## src/rtl/blackjack_pkg.sv

```systemverilog
// blackjack_pkg: shoe state encoding, full-deck count table and sizing constants
package blackjack_pkg;
  typedef enum logic [1:0] {IDLE, REFILL, EMPTY} shoe_state_e;
  localparam int DECK_SIZE = 52;
  localparam int NUM_SEATS = 4;
  // Listed from index 15 down: five unused values, sixteen ten-valued cards, nine ranks of four, unused 0
  localparam logic [15:0][4:0] FULL_DECK = {{5{5'd0}}, 5'd16, {9{5'd4}}, 5'd0};
  function automatic logic [1:0] onehot_idx(input logic [3:0] oh);
    return {oh[3] | oh[2], oh[3] | oh[1]};
  endfunction
endpackage

```

## src/rtl/rr_arbiter4.sv

```systemverilog
// rr_arbiter4: combinational 4-way round-robin pick, searching from i_ptr upward
module rr_arbiter4 (
  input  logic [3:0] i_req,
  input  logic [1:0] i_ptr,
  output logic [3:0] o_gnt,
  output logic       o_any
);
  logic [7:0] w_dbl, w_back;
  logic [3:0] w_rot, w_first;
  always_comb begin
    w_dbl = {i_req, i_req} >> i_ptr;
    w_rot = w_dbl[3:0];
    w_first = w_rot & (~w_rot + 4'd1);
    w_back = {w_first, w_first} << i_ptr;
    o_gnt = w_back[7:4];
    o_any = |i_req;
  end
endmodule

```

## src/rtl/card_shoe_arbiter.sv

```systemverilog
// card_shoe_arbiter: deals cards from a 52-card shoe to four seats round-robin,
// with a 16-cycle refill on shuffle
module card_shoe_arbiter
  import blackjack_pkg::*;
(
  input  logic                 clock,
  input  logic                 reset_n,
  input  logic [NUM_SEATS-1:0] req,
  input  logic [3:0]           pick,
  input  logic                 shuffle,
  output logic [NUM_SEATS-1:0] gnt,
  output logic [3:0]           card,
  output logic [5:0]           remaining,
  output logic                 empty,
  output logic                 busy,
  output logic                 stall
);
  shoe_state_e r_state, w_next;
  logic [15:0][4:0] r_cnt;
  logic [5:0] r_rem;
  logic [1:0] r_ptr;
  logic [3:0] r_idx, r_gnt, r_card, w_win;
  logic r_stall, w_any, w_valid, w_grant, w_stall;

  rr_arbiter4 u_arb (.i_req(req), .i_ptr(r_ptr), .o_gnt(w_win), .o_any(w_any));

  always_comb begin
    w_next = r_state;
    w_valid = r_cnt[pick] != 5'd0;
    w_grant = 1'b0;
    w_stall = 1'b0;
    case (r_state)
      IDLE: begin
        if (shuffle) w_next = REFILL;
        else if (r_rem == 6'd0) w_next = EMPTY;
        else if (w_any) begin
          w_grant = w_valid;
          w_stall = !w_valid;
          if (w_valid && r_rem == 6'd1) w_next = EMPTY;
        end
      end
      REFILL: if (r_idx == 4'd15) w_next = IDLE;
      EMPTY: if (shuffle) w_next = REFILL;
      default: w_next = IDLE;
    endcase
  end

  always_ff @(posedge clock or negedge reset_n)
    if (!reset_n) r_state <= IDLE;
    else r_state <= w_next;

  always_ff @(posedge clock or negedge reset_n) begin
    if (!reset_n) begin
      r_cnt <= FULL_DECK;
      r_rem <= 6'(DECK_SIZE);
      r_ptr <= 2'd0;
      r_idx <= 4'd0;
      r_gnt <= 4'd0;
      r_card <= 4'd0;
      r_stall <= 1'b0;
    end else begin
      r_gnt <= w_grant ? w_win : 4'd0;
      r_card <= w_grant ? pick : 4'd0;
      r_stall <= w_stall;
      if (w_grant) begin
        r_cnt[pick] <= r_cnt[pick] - 5'd1;
        r_rem <= r_rem - 6'd1;
        r_ptr <= onehot_idx(w_win) + 2'd1;
      end
      if (r_state != REFILL && w_next == REFILL) r_rem <= 6'd0;
      // r_idx wraps back to 0 on the last refill cycle, ready for the next shuffle
      if (r_state == REFILL) begin
        r_cnt[r_idx] <= FULL_DECK[r_idx];
        r_idx <= r_idx + 4'd1;
        if (r_idx == 4'd15) r_rem <= 6'(DECK_SIZE);
      end
    end
  end

  assign gnt = r_gnt;
  assign card = r_card;
  assign stall = r_stall;
  assign remaining = r_rem;
  assign empty = r_rem == 6'd0;
  assign busy = r_state == REFILL;
endmodule

```

## config.mk

```make
export PLATFORM = sky130hd
export DESIGN_NAME = card_shoe_arbiter
export DESIGN_NICKNAME = d
export VERILOG_FILES = /design/src/rtl/blackjack_pkg.sv /design/src/rtl/rr_arbiter4.sv /design/src/rtl/card_shoe_arbiter.sv
export SDC_FILE = /design/constraint.sdc
export NUM_CORES = 1
export LEC_CHECK = 0
export BUFFER_PORTS_ARGS = -buffer_cell sky130_fd_sc_hd__buf_2
export CORE_UTILIZATION = 55
export DETAILED_ROUTE_END_ITERATION = 10
export PLACE_DENSITY = 0.75
export REMOVE_ABC_BUFFERS = 1
export SLEW_MARGIN = 20
export SYNTH_ARGS = -nofsm -noshare
export SYNTH_HDL_FRONTEND = slang
export SYNTH_SLANG_ARGS = --single-unit
```

## constraint.sdc

```tcl
create_clock -name clock -period 3.2 [get_ports clock]
set_clock_uncertainty 0.2 [all_clocks]
set_input_delay 0.64 -clock clock [delete_from_list [all_inputs] [get_ports clock]]
set_output_delay 0.64 -clock clock [all_outputs]
set_load 0.05 [all_outputs]
```

==> impl_metrics.toml <==
[critical_path]
critical_path_s_top_delay_family = "multiplexers"
worstPathMaxFanout = 10
cp.buffers_inverters = 3
setup.worst_path.class = "input port to register"
crit_slowest_cell = "mux4_2"
crit_path_largest_cell_delay_ns = 0.54
crit_path_cell_trace = "buf_6 > buf_6 > mux4_2 > mux4_2 > or2_4 > buf_4 > o2111ai_4 > mux2i_1 > o21ai_1"
worstPathArrival_ns = 3.18
worstPathRequired_ns = 3.25
end_kind = "register"
critical_path.startpoint_type = "input port"

[drt]
ant_nets = 0
routed_wire_length_per_instance_um = 19.9
route.detailed.vias_per_inst = 5.98
remaining_drc_errors = 0
number_of_optimization_iterations_in_the_first_detailed_route_pass = 5
num_vias = 4230
routed_wirelength_um = 14100
detailedRoute.firstIterationViolations = 227

[global_routing]
grt_start_max_net_pins = 62
grtUsageTotal_pct = 27.4
grt_first_pass_wirelength_um = 22600
antenna_found_initial = 0
grt_pass1_vias = 4264
remaining_global_route_overflow = 0

[synth]
cell_type_with_the_largest_total_area_after_synthesis = "dfrtp_1"
synthesis.instances = 505
post_synth_instance_area_um2 = 5780
ys_seq_elements = 103
synth.top_cells.by_area = "dfrtp_1 39%, mux2i_1 12%, mux4_2 8.2%"
synth_enable_flop_cells = 0
dominantRegCellSynth = "dfrtp_1"
synth_warnings = 0
synthArstFlopShare_pct = 100
yosysUniqueCellTypes = 54
avgSynthCellArea_um2 = 11.5
ys_seq_area_share_pct = 44.8
synth_top_cell_area_share_pct = 38.9

[job]
max-cap-violations = 0

[floorplanning]
num_io_pins = 28
fp.dieW_um = 105
coreArea_um2 = 10300
num_rows = 37
dieArea_um2 = 10900
floorplan.initialDensity_pct = 56.3
die_y_um = 105

[pwr]
peakVddDrop_mv = 0.388
power_density_nw_per_um2 = 896
power_mw = 5.93
p_leak_nw = 3.31

[finish]
multiInputGateArea_um2 = 2960
area_growth_pct = 14.3
drive_gt1_share_pct = 26.6
fin_area_um2 = 6610
sequential_cell_area_um2 = 2590
final_net_count = 585
fillers = 820
antenna-diode-count = 0

[timing]
timing.final.max_slew_violations = 0
fin_crit_sh_pct = 98.0
fin_setup_tns_ns = 0
setup_viol = 0
grt_setup_unrepaired = "true"
fin_worst_hold_slack_ns = 0.0472
maxClockFrequency_ghz = 0.319
final-hold-violation-count = 0
slew_headroom_pct = 39.9
timing_worst_slew_pin_value_ns = 0.895
layout_min_cycle_time_ns = 3.13

[placed_design]
dpl-instance-area_um2 = 6340
place_congestion = 0.906
placement.io_buffers = 27
detailed_place_hpwl_um = 10200

[clock_tree]
ctsRootBufferMaster = "clkbuf_8"
cts_num_sinks = 103
post_cts_hold_buffer_count = 0
tritoncts = "yes"
clk-insertion-delay-late_ns = 0.38
total_cts_buffers = 9
htreeDepth = 3
cts.reportedPaths.clkPinSlew_ns = 0.09
clockBufferDepth = 2

[min_path]
worstHoldPathType = "input port to async pin"

[run_status]
status = "finished, final reports clean"
==> registers in the layout, summed over array words and instances (netlist names) <==
name       cells
card           4
gnt            4
r_cnt         80
r_idx          4
r_ptr          2
r_state        2
remaining      6
stall          1
==> path summary, 6_finish.rpt <==
| path | startpoint | end | slack (ns) | cells after the start |
|---|---|---|---|---|
| min in group clock | req[1] | gnt[1] | 0.32 | 3 |
| hold reg to reg | remaining[3] | remaining[3] | 0.33 | 1 |
| max in group asynchronous | reset_n | r_cnt[42] | 1.98 | 2 |
| hold / removal | reset_n | r_cnt[75] | 0.05 | 1 |
| setup / recovery | pick[0] | r_cnt[49] | 0.07 | 9 |
| setup reg to reg | r_cnt[35] | r_cnt[8] | 0.15 | 10 |
==> worst register-to-register path, stage by stage, from the launching register on <==
cell and delay (ns):
dfrtp_1 0.40, mux4_2 0.54, a22o_1 0.29, a221oi_4 0.22, ha_1 0.20, nand4_1 0.13, buf_12 0.22, o21ai_2 0.23
buf_4 0.17, nor3_1 0.08, a311oi_1 0.29
==> repair_timing <==
item | CTS | global route
endpoints found under the setup margin | 60 | 69
pin swaps | 0 | 4
gates resized for setup | 1 | 5
setup buffers | 0 | 5
==> area by class of cell <==
cell class	count	area share [%]
multi-input cells	360	44.8
repair buffers	77	9.29
clock buffers	12	2.19
clock inverters	4	1.06
well taps	136	2.57
inverters	15	0.851
flip-flops and latches	103	39.2
==> layout by cell type (no fill, tap or decap), types with 4 or more instances in the layout <==
cell type,netlist,final
mux2i_1,71,71
clkbuf_8,0,10
nor3_1,19,19
nand2_1,29,29
o2111ai_4,5,5
dfrtp_1,90,90
nand3_1,5,5
buf_2,8,25
dfstp_2,13,13
nor2b_1,21,21
xor2_1,4,4
mux4_2,21,22
xnor2_1,4,4
o211ai_4,8,8
nor2_1,86,86
buf_12,3,7
buf_4,4,42
o21ai_1,9,8
inv_1,14,14
ha_1,8,8
a211oi_1,14,14
a21oi_1,11,11
==> cell families after synthesis <==
logic type,Yosys count,synth area share (%)
AOI/OAI and AO/OA,69,12.4
adders and majority gates,8,1.73
and+or+nand+nor,180,14.3
muxes,94,21.1
xor gates and xnor gates,9,1.49
buffers and inverters,42,4.13
DFF,103,44.8
==> cell usage after synthesis, drive strengths merged, types with 2 or more instances <==
master   count
clkbuf       8
xnor2        4
o21ai       10
dfstp       13
nand2       29
inv         15
buf         19
and2         3
nor3        19
ha           8
a221oi       3
o22ai        2
nand4        3
nand3        5
mux4        22
dfrtp       90
o2111ai      8
o211ai      11
a311oi       3
nand2b       3
or2          3
a22o         2
a21oi       11
xor2         5
nor2        86
mux2i       71
a211oi      14
nor4         4
nor2b       21
==> per-layer routing <==
| metal | track usage, % | vias up | routed length (um) |
|---|---|---|---|
| li1 | - | 1942 | - |
| met1 | 34.9 | 2113 | 5800 |
| met2 | 43.5 | 137 | 6960 |
| met3 | 7.05 | 38 | 824 |
| met4 | 13.5 | 0 | 471 |
| met5 | 0 | - | 0 |
==> stage by stage <==
stage          worst slack (ns)  util, %  instances
2_1_floorplan             -5.45        -        478
3_3_place_gp             -0.427     61.7        686
3_5_place_dp             -0.477     61.7        686
4_1_cts                  0.0384     63.9        702
5_1_grt                 -0.0221     64.4        707
6_report                 0.0653     64.4        707
==> power breakdown <==
| group | internal (mW) | total (mW) | leakage [nW] | switching [mW] |
|---|---|---|---|---|
| Combinational | 1.16 | 2.92 | 1.85 | 1.76 |
| Sequential | 1.78 | 2.11 | 1.35 | 0.336 |
| Clock | 0.460 | 0.893 | 0.110 | 0.432 |
| Total | 3.40 | 5.93 | 3.31 | 2.53 |
Power figures use the tool's default switching activity.
